[config.mk]
export PLATFORM = sky130hd
export DESIGN_NAME = disp_regbus_bridge_flat
export DESIGN_NICKNAME = d
export VERILOG_FILES = /design/src/rtl/disp_regbus_bridge_if.sv /design/src/rtl/disp_regbus_bridge.sv /design/src/flat_wrapper.sv
export SDC_FILE = /design/constraint.sdc
export NUM_CORES = 1
export LEC_CHECK = 0
export BUFFER_PORTS_ARGS = -buffer_cell sky130_fd_sc_hd__buf_2
export CAP_MARGIN = 20
export CORE_UTILIZATION = 25
export CTS_CLUSTER_SIZE = 10
export DETAILED_ROUTE_END_ITERATION = 10
export PLACE_DENSITY = 0.61
export SETUP_SLACK_MARGIN = 0.05
export SYNTH_ARGS = -nofsm -noshare
export SYNTH_HDL_FRONTEND = slang
export SYNTH_SLANG_ARGS = --single-unit
[constraint.sdc]
create_clock -name ACLK -period 1.4 [get_ports ACLK]
set_input_delay 0 -clock ACLK [delete_from_list [all_inputs] [get_ports ACLK]]
set_output_delay 0 -clock ACLK [all_outputs]
set_load 0.02 [all_outputs]
[src/rtl/disp_regbus_bridge_if.sv]
// Signal bundle between the AXI4-Lite initiator / display register block and the bridge.
// The slave modport is the bridge's view; master is the surrounding environment's view.
interface disp_regbus_bridge_if #(
  parameter int unsigned ADDR_W = 16
);
  logic [ADDR_W-1:0] S_AXI_AWADDR;
  logic              S_AXI_AWVALID;
  logic              S_AXI_AWREADY;
  logic [31:0]       S_AXI_WDATA;
  logic [3:0]        S_AXI_WSTRB;
  logic              S_AXI_WVALID;
  logic              S_AXI_WREADY;
  logic [1:0]        S_AXI_BRESP;
  logic              S_AXI_BVALID;
  logic              S_AXI_BREADY;
  logic [ADDR_W-1:0] S_AXI_ARADDR;
  logic              S_AXI_ARVALID;
  logic              S_AXI_ARREADY;
  logic [31:0]       S_AXI_RDATA;
  logic [1:0]        S_AXI_RRESP;
  logic              S_AXI_RVALID;
  logic              S_AXI_RREADY;
  logic [ADDR_W-1:0] WRADDR;
  logic [3:0]        BYTEEN;
  logic              WREN;
  logic [31:0]       WDATA;
  logic [ADDR_W-1:0] RDADDR;
  logic              RDEN;
  logic [31:0]       RDATA;

  modport slave (
    input  S_AXI_AWADDR, S_AXI_AWVALID, S_AXI_WDATA, S_AXI_WSTRB, S_AXI_WVALID,
    input  S_AXI_BREADY, S_AXI_ARADDR, S_AXI_ARVALID, S_AXI_RREADY, RDATA,
    output S_AXI_AWREADY, S_AXI_WREADY, S_AXI_BRESP, S_AXI_BVALID,
    output S_AXI_ARREADY, S_AXI_RDATA, S_AXI_RRESP, S_AXI_RVALID,
    output WRADDR, BYTEEN, WREN, WDATA, RDADDR, RDEN
  );

  modport master (
    output S_AXI_AWADDR, S_AXI_AWVALID, S_AXI_WDATA, S_AXI_WSTRB, S_AXI_WVALID,
    output S_AXI_BREADY, S_AXI_ARADDR, S_AXI_ARVALID, S_AXI_RREADY, RDATA,
    input  S_AXI_AWREADY, S_AXI_WREADY, S_AXI_BRESP, S_AXI_BVALID,
    input  S_AXI_ARREADY, S_AXI_RDATA, S_AXI_RRESP, S_AXI_RVALID,
    input  WRADDR, BYTEEN, WREN, WDATA, RDADDR, RDEN
  );
endinterface

[src/rtl/disp_regbus_bridge.sv]
// AXI4-Lite slave that turns single reads/writes into one-cycle WREN/RDEN strobes on the
// display register bus and returns the registered read data. One transaction at a time.
module disp_regbus_bridge #(
  parameter int unsigned ADDR_W     = 16,
  parameter int unsigned RD_LATENCY = 1
) (
  input logic                 ACLK,
  input logic                 ARST,
  disp_regbus_bridge_if.slave bus
);

  localparam int unsigned CntW = (RD_LATENCY > 1) ? $clog2(RD_LATENCY) : 1;

  typedef enum logic [2:0] {
    StIdle,
    StWaitW,
    StWaitAw,
    StWrIssue,
    StWrResp,
    StRdIssue,
    StRdWait,
    StRdResp
  } state_e;

  state_e            state_q, state_d;
  logic [ADDR_W-1:0] awaddr_q, araddr_q;
  logic [31:0]       wdata_q, rdata_q, rdata_d;
  logic [3:0]        wstrb_q;
  logic [CntW-1:0]   cnt_q, cnt_d;
  logic              aw_ready, w_ready, ar_ready;
  logic              aw_hs, w_hs, ar_hs;

  assign aw_hs = bus.S_AXI_AWVALID && aw_ready;
  assign w_hs  = bus.S_AXI_WVALID && w_ready;
  assign ar_hs = bus.S_AXI_ARVALID && ar_ready;

  always_comb begin
    state_d  = state_q;
    cnt_d    = cnt_q;
    rdata_d  = rdata_q;
    aw_ready = 1'b0;
    w_ready  = 1'b0;
    ar_ready = 1'b0;
    unique case (state_q)
      StIdle: begin
        aw_ready = 1'b1;
        w_ready  = 1'b1;
        // A pending write always beats a same-cycle read.
        ar_ready = !bus.S_AXI_AWVALID && !bus.S_AXI_WVALID;
        if (bus.S_AXI_AWVALID && bus.S_AXI_WVALID) begin
          state_d = StWrIssue;
        end else if (bus.S_AXI_AWVALID) begin
          state_d = StWaitW;
        end else if (bus.S_AXI_WVALID) begin
          state_d = StWaitAw;
        end else if (bus.S_AXI_ARVALID) begin
          state_d = StRdIssue;
        end
      end
      StWaitW: begin
        w_ready = 1'b1;
        if (bus.S_AXI_WVALID) state_d = StWrIssue;
      end
      StWaitAw: begin
        aw_ready = 1'b1;
        if (bus.S_AXI_AWVALID) state_d = StWrIssue;
      end
      StWrIssue: state_d = StWrResp;
      StWrResp: begin
        if (bus.S_AXI_BREADY) state_d = StIdle;
      end
      StRdIssue: begin
        cnt_d   = CntW'(RD_LATENCY - 1);
        state_d = StRdWait;
      end
      StRdWait: begin
        if (cnt_q == '0) begin
          rdata_d = bus.RDATA;
          state_d = StRdResp;
        end else begin
          cnt_d = cnt_q - CntW'(1);
        end
      end
      StRdResp: begin
        if (bus.S_AXI_RREADY) state_d = StIdle;
      end
      default: state_d = StIdle;
    endcase
  end

  always_ff @(posedge ACLK) begin
    if (ARST) begin
      state_q  <= StIdle;
      awaddr_q <= '0;
      araddr_q <= '0;
      wdata_q  <= '0;
      wstrb_q  <= '0;
      rdata_q  <= '0;
      cnt_q    <= '0;
    end else begin
      state_q <= state_d;
      cnt_q   <= cnt_d;
      rdata_q <= rdata_d;
      if (aw_hs) awaddr_q <= bus.S_AXI_AWADDR;
      if (ar_hs) araddr_q <= bus.S_AXI_ARADDR;
      if (w_hs) begin
        wdata_q <= bus.S_AXI_WDATA;
        wstrb_q <= bus.S_AXI_WSTRB;
      end
    end
  end

  // Handshake and strobe outputs are silenced while reset is asserted.
  assign bus.S_AXI_AWREADY = aw_ready && !ARST;
  assign bus.S_AXI_WREADY  = w_ready && !ARST;
  assign bus.S_AXI_ARREADY = ar_ready && !ARST;
  assign bus.S_AXI_BVALID  = (state_q == StWrResp) && !ARST;
  assign bus.S_AXI_RVALID  = (state_q == StRdResp) && !ARST;
  assign bus.S_AXI_BRESP   = 2'b00;
  assign bus.S_AXI_RRESP   = 2'b00;
  assign bus.S_AXI_RDATA   = rdata_q;
  assign bus.WREN          = (state_q == StWrIssue) && !ARST;
  assign bus.RDEN          = (state_q == StRdIssue) && !ARST;
  assign bus.WRADDR        = awaddr_q;
  assign bus.BYTEEN        = wstrb_q;
  assign bus.WDATA         = wdata_q;
  assign bus.RDADDR        = araddr_q;

endmodule

[src/flat_wrapper.sv]
// flat-port wrapper written by rule: the top's interface ports become plain ports
module disp_regbus_bridge_flat 
#(
  parameter int unsigned ADDR_W     = 16,
  parameter int unsigned RD_LATENCY = 1
)
  (ACLK, ARST, bus_S_AXI_AWADDR, bus_S_AXI_AWVALID, bus_S_AXI_WDATA, bus_S_AXI_WSTRB, bus_S_AXI_WVALID, bus_S_AXI_BREADY, bus_S_AXI_ARADDR, bus_S_AXI_ARVALID, bus_S_AXI_RREADY, bus_RDATA, bus_S_AXI_AWREADY, bus_S_AXI_WREADY, bus_S_AXI_BRESP, bus_S_AXI_BVALID, bus_S_AXI_ARREADY, bus_S_AXI_RDATA, bus_S_AXI_RRESP, bus_S_AXI_RVALID, bus_WRADDR, bus_BYTEEN, bus_WREN, bus_WDATA, bus_RDADDR, bus_RDEN);
  disp_regbus_bridge_if #(.ADDR_W(ADDR_W)) bus_i ();
  input logic ACLK;
  input logic ARST;
  input wire logic [$bits(bus_i.S_AXI_AWADDR)-1:0] bus_S_AXI_AWADDR;
  input wire logic [$bits(bus_i.S_AXI_AWVALID)-1:0] bus_S_AXI_AWVALID;
  input wire logic [$bits(bus_i.S_AXI_WDATA)-1:0] bus_S_AXI_WDATA;
  input wire logic [$bits(bus_i.S_AXI_WSTRB)-1:0] bus_S_AXI_WSTRB;
  input wire logic [$bits(bus_i.S_AXI_WVALID)-1:0] bus_S_AXI_WVALID;
  input wire logic [$bits(bus_i.S_AXI_BREADY)-1:0] bus_S_AXI_BREADY;
  input wire logic [$bits(bus_i.S_AXI_ARADDR)-1:0] bus_S_AXI_ARADDR;
  input wire logic [$bits(bus_i.S_AXI_ARVALID)-1:0] bus_S_AXI_ARVALID;
  input wire logic [$bits(bus_i.S_AXI_RREADY)-1:0] bus_S_AXI_RREADY;
  input wire logic [$bits(bus_i.RDATA)-1:0] bus_RDATA;
  output wire logic [$bits(bus_i.S_AXI_AWREADY)-1:0] bus_S_AXI_AWREADY;
  output wire logic [$bits(bus_i.S_AXI_WREADY)-1:0] bus_S_AXI_WREADY;
  output wire logic [$bits(bus_i.S_AXI_BRESP)-1:0] bus_S_AXI_BRESP;
  output wire logic [$bits(bus_i.S_AXI_BVALID)-1:0] bus_S_AXI_BVALID;
  output wire logic [$bits(bus_i.S_AXI_ARREADY)-1:0] bus_S_AXI_ARREADY;
  output wire logic [$bits(bus_i.S_AXI_RDATA)-1:0] bus_S_AXI_RDATA;
  output wire logic [$bits(bus_i.S_AXI_RRESP)-1:0] bus_S_AXI_RRESP;
  output wire logic [$bits(bus_i.S_AXI_RVALID)-1:0] bus_S_AXI_RVALID;
  output wire logic [$bits(bus_i.WRADDR)-1:0] bus_WRADDR;
  output wire logic [$bits(bus_i.BYTEEN)-1:0] bus_BYTEEN;
  output wire logic [$bits(bus_i.WREN)-1:0] bus_WREN;
  output wire logic [$bits(bus_i.WDATA)-1:0] bus_WDATA;
  output wire logic [$bits(bus_i.RDADDR)-1:0] bus_RDADDR;
  output wire logic [$bits(bus_i.RDEN)-1:0] bus_RDEN;
  assign bus_i.S_AXI_AWADDR = bus_S_AXI_AWADDR;
  assign bus_i.S_AXI_AWVALID = bus_S_AXI_AWVALID;
  assign bus_i.S_AXI_WDATA = bus_S_AXI_WDATA;
  assign bus_i.S_AXI_WSTRB = bus_S_AXI_WSTRB;
  assign bus_i.S_AXI_WVALID = bus_S_AXI_WVALID;
  assign bus_i.S_AXI_BREADY = bus_S_AXI_BREADY;
  assign bus_i.S_AXI_ARADDR = bus_S_AXI_ARADDR;
  assign bus_i.S_AXI_ARVALID = bus_S_AXI_ARVALID;
  assign bus_i.S_AXI_RREADY = bus_S_AXI_RREADY;
  assign bus_i.RDATA = bus_RDATA;
  assign bus_S_AXI_AWREADY = bus_i.S_AXI_AWREADY;
  assign bus_S_AXI_WREADY = bus_i.S_AXI_WREADY;
  assign bus_S_AXI_BRESP = bus_i.S_AXI_BRESP;
  assign bus_S_AXI_BVALID = bus_i.S_AXI_BVALID;
  assign bus_S_AXI_ARREADY = bus_i.S_AXI_ARREADY;
  assign bus_S_AXI_RDATA = bus_i.S_AXI_RDATA;
  assign bus_S_AXI_RRESP = bus_i.S_AXI_RRESP;
  assign bus_S_AXI_RVALID = bus_i.S_AXI_RVALID;
  assign bus_WRADDR = bus_i.WRADDR;
  assign bus_BYTEEN = bus_i.BYTEEN;
  assign bus_WREN = bus_i.WREN;
  assign bus_WDATA = bus_i.WDATA;
  assign bus_RDADDR = bus_i.RDADDR;
  assign bus_RDEN = bus_i.RDEN;
  disp_regbus_bridge #(.ADDR_W(ADDR_W), .RD_LATENCY(RD_LATENCY)) u_core (.ACLK(ACLK), .ARST(ARST), .bus(bus_i));
endmodule
# Yosys cells after proc, flatten, opt, wreduce, memory -nomap -nowiden
# Index checks and enable logic that the tools add are counted.
[totals]
output_inout_bits = 111
register_bits = 104
inputBits = 107
word_cells = 58
[classes]
eq_ne = 13
bitwise_logic = 1
reduce_logical = 21
addsub = 1
muxes = 15
[op_table]
columns = ["operator", "count"]
rows = [
  ["$mux W3", 9],
  ["$pmux W3 S8", 1],
  ["$eq A3 B3 Y1 const B", 4],
  ["$logic_and A1 B1 Y1", 12],
  ["$ne A2 B2 Y1 const B", 5],
  ["$eq A3 B2 Y1 const B", 2],
  ["$reduce_and A6 Y1", 1],
  ["$ne A5 B4 Y1 const B", 1],
  ["$mux W1", 4],
  ["$reduce_or A2 Y1", 2],
  ["$eq A3 B1 Y1 const B", 1],
  ["$logic_not A1 Y1", 3],
  ["$logic_not A3 Y1", 1],
  ["$pmux W1 S2", 1],
  ["$reduce_and A2 Y1", 1],
  ["$reduce_bool A2 Y1", 1],
  ["$not A1 Y1", 1],
  ["$sub A1 B1 Y1 const B", 1],
]

# Depth between registers and ports, before layout
# Gate-level depths: netlist of the first run.
[depth]
ltp_word = 5
depth_mapped = 6
ltp_nobuf = 3

# Worst setup path after synthesis of the first run
# Ideal clock, no wire load.
[synth_timing]
path_type = "reg-to-output"
from = "register u_core.state_q[2]"
to = "output port bus_S_AXI_ARREADY"
path_stages_with_launch = 5
n_path_buf = 2
t_arrival_ps = 1635
slack_ps = -235
t_required_ps = 1400
path_cell_list = "dfxtp_1 or3_1 clkbuf_1 buf_2 nor4_1"
[synth_via]
elab_chain_len = 3
[synth_rtl]
columns = ["element", "line", "text"]
rows = [
  ["start: declaration", "disp_regbus_bridge.sv:25", "state_e state_q, state_d;"],
  ["start signal: assignment", "disp_regbus_bridge.sv:93", "state_q <= StIdle;"],
  ["start signal: assignment", "disp_regbus_bridge.sv:101", "state_q <= state_d;"],
  ["$logic_not A3 Y1", "disp_regbus_bridge.sv:44", "unique case (state_q)"],
  ["$mux W1", "disp_regbus_bridge.sv:44", ""],
  ["$logic_and A1 B1 Y1", "disp_regbus_bridge.sv:116", "assign bus.S_AXI_ARREADY = ar_ready && !ARST;"],
  ["end: declaration", "flat_wrapper.sv:25", "output wire logic [$bits(bus_i.S_AXI_ARREADY)-1:0] bus_S_AXI_ARREADY;"],
]
# Every way passes these cells.

# Worst setup path in the final report of the first run
# Same ends and word-level chain as after synthesis.

==> summary.md, run 1 <==
| Metric | Value |
|---|---|
| Status | complete, but fails checks |
| Violations in the final reports | setup timing |
| DRT antenna net count | 0 |
| Pwr dens | 1150 nW/µm² |
| Tmin final | roughly 1.5 ns |
| Ys async rst share | 0 |
| Max-cap violations | 0 |
| Layout cell share with drive strength beyond 1 | 0.473 |
| Cells after synthesis | 446 |
| Worst-path maximum fanout | 3 |
| Fillers | 1,382 |
| Post-synth top area cell | dfxtp_1 |
| CTS Buf Count | 9 |
| FF+latch count, synth | 103 |
| Non-Filler Instances | 970 |
| Sequential Area | 2070 µm² |
| Gp weighted congestion | 0.717 |
| Peak supply drop | 0.000691 V |
| Clock buffer depth | 2 |
| CTS tree | done |
| Total track usage | 0.157 |
| FMAX | 682 MHz |
| Via count | about 4,400 |
| Worst EP arrival | 1.47 ns |
| # clock sinks | just over 100 |
| Initial core utilization | 0.256 |
| Seq/Total Area, Yosys | 0.530 |
| Cell count after placement | 830 |
| LEAKAGE | 3.47 nW |
| Die area | between 15,000 and 20,000 µm² |
| Final hold violation count | 0 |
| Die Ht | 127 µm |
| Area of the multi-input gates | between 2000 and 2500 µm² |
| WL final | 14,900 µm |
| Drc violations | 0 |
| Crit. End Element | output port |
| Hold WS | 0.134 ns |
| N_diodes | 0 |
| FP Rows | 45 |
| 1st-iter DRT viols | 186 |
| Clk slew on worst S/H paths | 0.07 ns |
| Avg Synthesized Cell Area | roughly 8.7 µm² |
| Antenna violations before repair | 0 |
| Fin nets | just under 900 |
| Post-Syn Area | 3890 µm² |
| RSZ-0062 raised after global routing | true |
| Initial DRT Pass Iterations | 4 |
| Clk_lat worst skew | roughly 0.35 ns |
| Fin area | 7510 µm² |
| Synth warn | 0 |
| Largest net degree at the start of global routing | between 50 and 60 |
| Top-Level Pins | 218 |
| Startpoint types | flop |
| H-tree Lvls | 3 |
| Global route overflow | 0 |
| Area grow syn2layout | 93.1% |
| Hpwl dp | 7490 µm |
| Synth top area cells | dfxtp_1 53%, nand2_1 9.5%, mux2i_1 9.3%, a21oi_1 8.5%, nor2_1 3.9% |
| Final Skew | 0.00347 ns |
| Overall die width | ~130 µm |
| First-pass GRT wire length | a little under 20,000 µm |
| Number of buffers inserted by port buffering | 213 |
| CP required | 1.40 ns |
| Root Driver | clkbuf_16 |
| Post-synth EDFFs | 0 |
| Final Util | 0.494 |
| Ys flop type | dfxtp_1 |
| Pins Over Slew Limit | 0 |
| Yosys top cell area share | 0.530 |
| Final Setup Violations | 47 |
| Placed instance area | 5210 µm² |
| Fin worst setup slack | -0.0652 ns |
| Tightest Hold Check Type | in -> reg |
| Total power | between 8 and 9 mW |
| Part of the cycle the worst path needs | 1.05 |
| DR WL/cell | ~15 µm |
| Core box area | 15,200 µm² |
| Crit Path Category | reg -> out |
| Count of unique library cells instantiated by Yosys | 35 |
| Vias/cell | approximately 4.6 |
| Vias in the first global route | 4,169 |
[what timing repair did]
item	CTS	global route
setup buffers	10	6
hold buffers	102	0
pin swaps	7	71
hold endpoints to repair	101	0
endpoints found under the setup margin	43	96
gates cloned	2	9
resized for setup	43	147
[metal layers]
layer	GRT usage	up-vias	share of wire
met5	0	-	0
met4	0.0644	0	0.022
met3	0.0519	27	0.058
met2	0.274	154	0.51
met1	0.176	2099	0.41
li1	-	2145	-
[path summary, 6_finish.rpt]
path                                     end  slack (ns)  cells after the start            startpoint
setup / recovery           bus_S_AXI_ARREADY       -0.07                      3     u_core.state_q[2]
setup reg to reg  u_core.bus.S_AXI_RDATA[30]       -0.06                      6     u_core.state_q[2]
hold reg to reg         u_core.bus.WRADDR[5]        0.45                      2  u_core.bus.WRADDR[5]
hold / removal             u_core.state_q[2]        0.13                      3                  ARST
[logic make-up (layout without fill, tap and decap cells)]
logic type | after synthesis | in the layout | share of synthesized area
muxes | 36 | 36 | 0.0926
AOI/OAI and AO/OA | 89 | 89 | 0.122
and+or+nand+nor | 176 | 176 | 0.195
DFF | 103 | 103 | 0.530
other | 1 | 4 | 0.000963
buffers and inverters | 41 | 374 | 0.0601
[cells in the mapped netlist, types with 2 or more instances]
| cell | n |
|---|---|
| dfxtp_1 | 103 |
| nand2_1 | 98 |
| a21oi_1 | 66 |
| nor2_1 | 40 |
| mux2i_1 | 36 |
| clkbuf_1 | 18 |
| nand3_1 | 17 |
| o21ai_0 | 15 |
| buf_2 | 9 |
| buf_4 | 6 |
| buf_6 | 6 |
| nor3_1 | 4 |
| nor3b_1 | 3 |
| nor2b_1 | 2 |
| nor3b_2 | 2 |
| o21ai_1 | 2 |
[area by class of cell]
cell class | count | area share
inverter | 1 | 0.000500
multi-input combinational | 305 | 0.288
clock inverter | 5 | 0.00666
tap | 188 | 0.0313
sequential | 103 | 0.276
timing repair buffer | 358 | 0.368
clock buffer | 10 | 0.0305
[critical path, stage by stage, from the launching register on]
cell and delay, ns:
dfxtp_4 0.35, or3_4 0.42, nor4_4 0.16, buf_4 0.19
[state kept, by name (all words and copies together) (netlist names)]
name                    count
u_core.bus.WRADDR          16
u_core.bus.BYTEEN           4
u_core.bus.WDATA           32
u_core.bus.RDADDR          16
u_core.state_q              3
u_core.bus.S_AXI_RDATA     32
[report_power, final]
group | total [mW] | leakage [nW] | switching, mW | internal (mW)
logic | 2.82 | 2.49 | 1.44 | 1.38
registers | 3.33 | 0.841 | 0.147 | 3.18
clock network | 2.46 | 0.142 | 1.09 | 1.37
[cell usage in the layout (no fill, tap or decap), types with 3 or more instances in the layout]
cell / n
buf_2: 205
dlygate4sd3_1: 102
dfxtp_1: 100
nand2_1: 60
a21oi_1: 38
nor2_1: 38
mux2i_1: 33
nand2_4: 31
a21oi_2: 28
buf_6: 18
clkbuf_16: 16
buf_4: 15
o21ai_1: 14
nand3_2: 8
nand3_1: 8
nand2_2: 7
buf_12: 7
conb_1: 4
clkinv_2: 4
nor3_4: 3
dfxtp_4: 3
[per-stage QoR]
step           worst slack, ns    TNS, ns
2_1_floorplan           0.0359          0
3_3_place_gp         -0.000720  -0.000720
3_5_place_dp          -0.00575   -0.00575
4_1_cts                 -0.172      -1.67
5_1_grt                 -0.159      -6.17
6_report               -0.0652      -1.23
Power figures use the tool's default switching activity.
==> run 2, diff against run 1 <==
--- a/config.mk
+++ b/config.mk
@@ -11,6 +11,8 @@
 export CTS_CLUSTER_SIZE = 10
 export DETAILED_ROUTE_END_ITERATION = 10
 export PLACE_DENSITY = 0.61
+export RECOVER_POWER = 50
+export REMOVE_ABC_BUFFERS = 1
 export SETUP_SLACK_MARGIN = 0.05
 export SYNTH_ARGS = -nofsm -noshare
 export SYNTH_HDL_FRONTEND = slang
==> run 2 against run 1 <==
  * The flow still finishes with violations (setup timing)
  * Setup slack got worse by 0.083 ns
  * Global-route usage increased by 1.0 points
  * First-iteration DRC count decreased by 24%
  * Register-to-register slack got worse by 0.07 ns
  * Clock-buffer cell count increased by 2
  * Worst hold slack got worse by 0.12 ns
  * Clock skew increased by 0.0048 ns
  * Cell count increased by 1.1%
  * Critical path depth increased by 1
  * Die area unchanged
  * Largest power group unchanged
==> summary.md, run 2 (synthesis gave the netlist of run 1 again) <==
| Metric | Value |
|---|---|
| DRT antenna net count | 0 |
| Gp weighted congestion | about 0.73 |
| Total track usage | 0.167 |
| Overall die width | 127 µm |
| Violations in the final reports | setup timing |
| Initial DRT Pass Iterations | 4 |
| Global route overflow | 0 |
| Clk slew on worst S/H paths | 0.07 ns |
| Pre-CTS WS | -0.0683 ns |
| CTS Buf Count | 9 |
| Worst flop-to-flop path startpoint | u_core.state_q[2] |
| Fin worst setup slack | -0.149 ns |
| Commonest non-fill, non-tap cell in the layout | buf_2 |
| Hpwl dp | 7440 µm |
| Top-Level Pins | between 200 and 250 |
| Antenna violations before repair | 0 |
| Hold Path Origin | ARST |
| Via count | 4,459 |
| Die Ht | 127 µm |
| Non-Filler Instances | 981 |
| Crit Path Category | reg -> out |
| Tmin final | 1.55 ns |
| Crit. End Element | output port |
| Max-cap violations | 0 |
| Startpoint types | flop |
| H-tree Lvls | 3 |
| WL final | 14,700 µm |
| FMAX | roughly 650 MHz |
| Placed instance area | 5220 µm² |
| R2R setup slack | -0.13 ns |
| Vias in the first global route | between 4,000 and 5,000 |
| Most frequent cells in the layout | 147 x buf_2, 101 x dlygate4sd3_1, 100 x dfxtp_1 |
| Worst hold stages | 2 |
| Cell count after placement | approximately 830 |
| Final Setup Violations | 56 |
| 1st-iter DRT viols | 141 |
| Root Driver | clkbuf_16 |
| Area grow syn2layout | 90.5% |
| Fin nets | approximately 900 |
| Die area | ~16,000 µm² |
| Drc violations | 0 |
| Peak supply drop | 0.000678 V |
| DR WL/cell | 15.0 µm |
| Part of the cycle the worst path needs | 1.11 |
| Clock buffer depth | 2 |
| Initial core utilization | 0.256 |
| Status | complete, but fails checks |
| Depth of the most critical reg-to-reg path | 8 |
| Pins Over Slew Limit | 0 |
| Final Util | 0.488 |
| Clk_lat worst skew | 0.35 ns |
| Worst-path maximum fanout | 2 |
| Final hold violation count | 0 |
| # clock sinks | 103 |
| Min-Delay Endpoint | u_core.bus.WDATA[5] |
| First-pass GRT wire length | 21,100 µm |
| Layout cell share with drive strength beyond 1 | 0.371 |
| CTS tree | done |
| N_diodes | 0 |
| Largest net degree at the start of global routing | 57 |
| Pwr dens | 1190 nW/µm² |
| RSZ-0062 raised after global routing | true |
| Worst EP arrival | 1.55 ns |
| Core box area | about 15,000 µm² |
| LEAKAGE | around 3.2 nW |
| FP Rows | 45 |
| Crit Reg-Reg Endpoint | u_core.bus.S_AXI_RDATA[0] |
| Number of buffers inserted by port buffering | approximately 210 |
| Vias/cell | 4.55 |
| Tightest Hold Check Type | in -> reg |
| CP required | ~1.4 ns |
| Total power | 8.82 mW |
| Fin area | 7420 µm² |
| Fillers | 1,448 |
| Final Skew | 0.00827 ns |
## run 2: cell types whose count changed in the layout (fill, tap and decap cells not counted), sizes merged
cell / change
inv: +1
clkbuf: +60
buf: -47
clkinv: -3
dlygate4sd3: -1
clkinvlp: +1
## run 2: worst max-delay path, stage by stage, from the launching register on
cell and delay, ns:
dfxtp_4 0.35, or3_4 0.39, buf_8 0.13, nor4_4 0.15, buf_4 0.19
## run 2: where the power goes
| group | internal (mW) | total (mW) | switching [mW] |
|---|---|---|---|
| combinational | 1.51 | 2.96 | 1.45 |
| sequential | 3.18 | 3.32 | 0.143 |
| clock | 1.40 | 2.53 | 1.13 |
| total | 6.09 | 8.82 | 2.73 |
## run 2: what timing repair did
item,CTS,global route
resized for setup,66,79
hold endpoints to repair,101,0
gates cloned,7,8
endpoints found under the setup margin,77,108
setup buffers,11,10
hold buffers,101,0
pin swaps,40,29
## run 2: area by class of cell
type / instances / area, µm² / area share
Clock buffer: 12 / 236 / 0.0319
Sequential cell: 103 / 2070 / 0.280
Clock inverter: 4 / 55.1 / 0.00742
Timing Repair Buffer: 368 / 2860 / 0.385
Multi-Input combinational cell: 305 / 1960 / 0.264
Tap cell: 188 / 235 / 0.0317
Inverter: 1 / 3.75 / 0.000506
## run 2: worst max-delay path by stage
stage | end | slack (ns) | start
4_1_cts | bus_S_AXI_ARREADY | -0.16 | u_core.state_q[0]
3_5_place_dp | bus_S_AXI_ARREADY | -0.07 | u_core.state_q[2]
5_1_grt | bus_S_AXI_ARREADY | -0.18 | u_core.state_q[0]
2_1_floorplan | u_core.bus.BYTEEN[0] | -3.46 | u_core.state_q[2]
6_report | bus_S_AXI_ARREADY | -0.15 | u_core.state_q[0]
3_3_place_gp | bus_S_AXI_ARREADY | -0.08 | u_core.state_q[2]
## run 2: per-stage QoR
| step | hold WS (ns) | TNS (ns) |
|---|---|---|
| after floorplan | 0.0662 | -134.39 |
| after global placement | 0.233 | -0.0837 |
| after detailed placement | 0.243 | -0.0883 |
| after CTS | 0.0114 | -2.41 |
| after global routing | 0.0250 | -7.44 |
| final | 0.0167 | -3.65 |
## run 2: metal layers
metal	vias to the layer above	track usage	share of wire
met1	2083	0.181	0.41
met3	38	0.0485	0.059
met5	-	0	0
met4	0	0.0882	0.031
li1	2165	-	-
met2	173	0.295	0.50
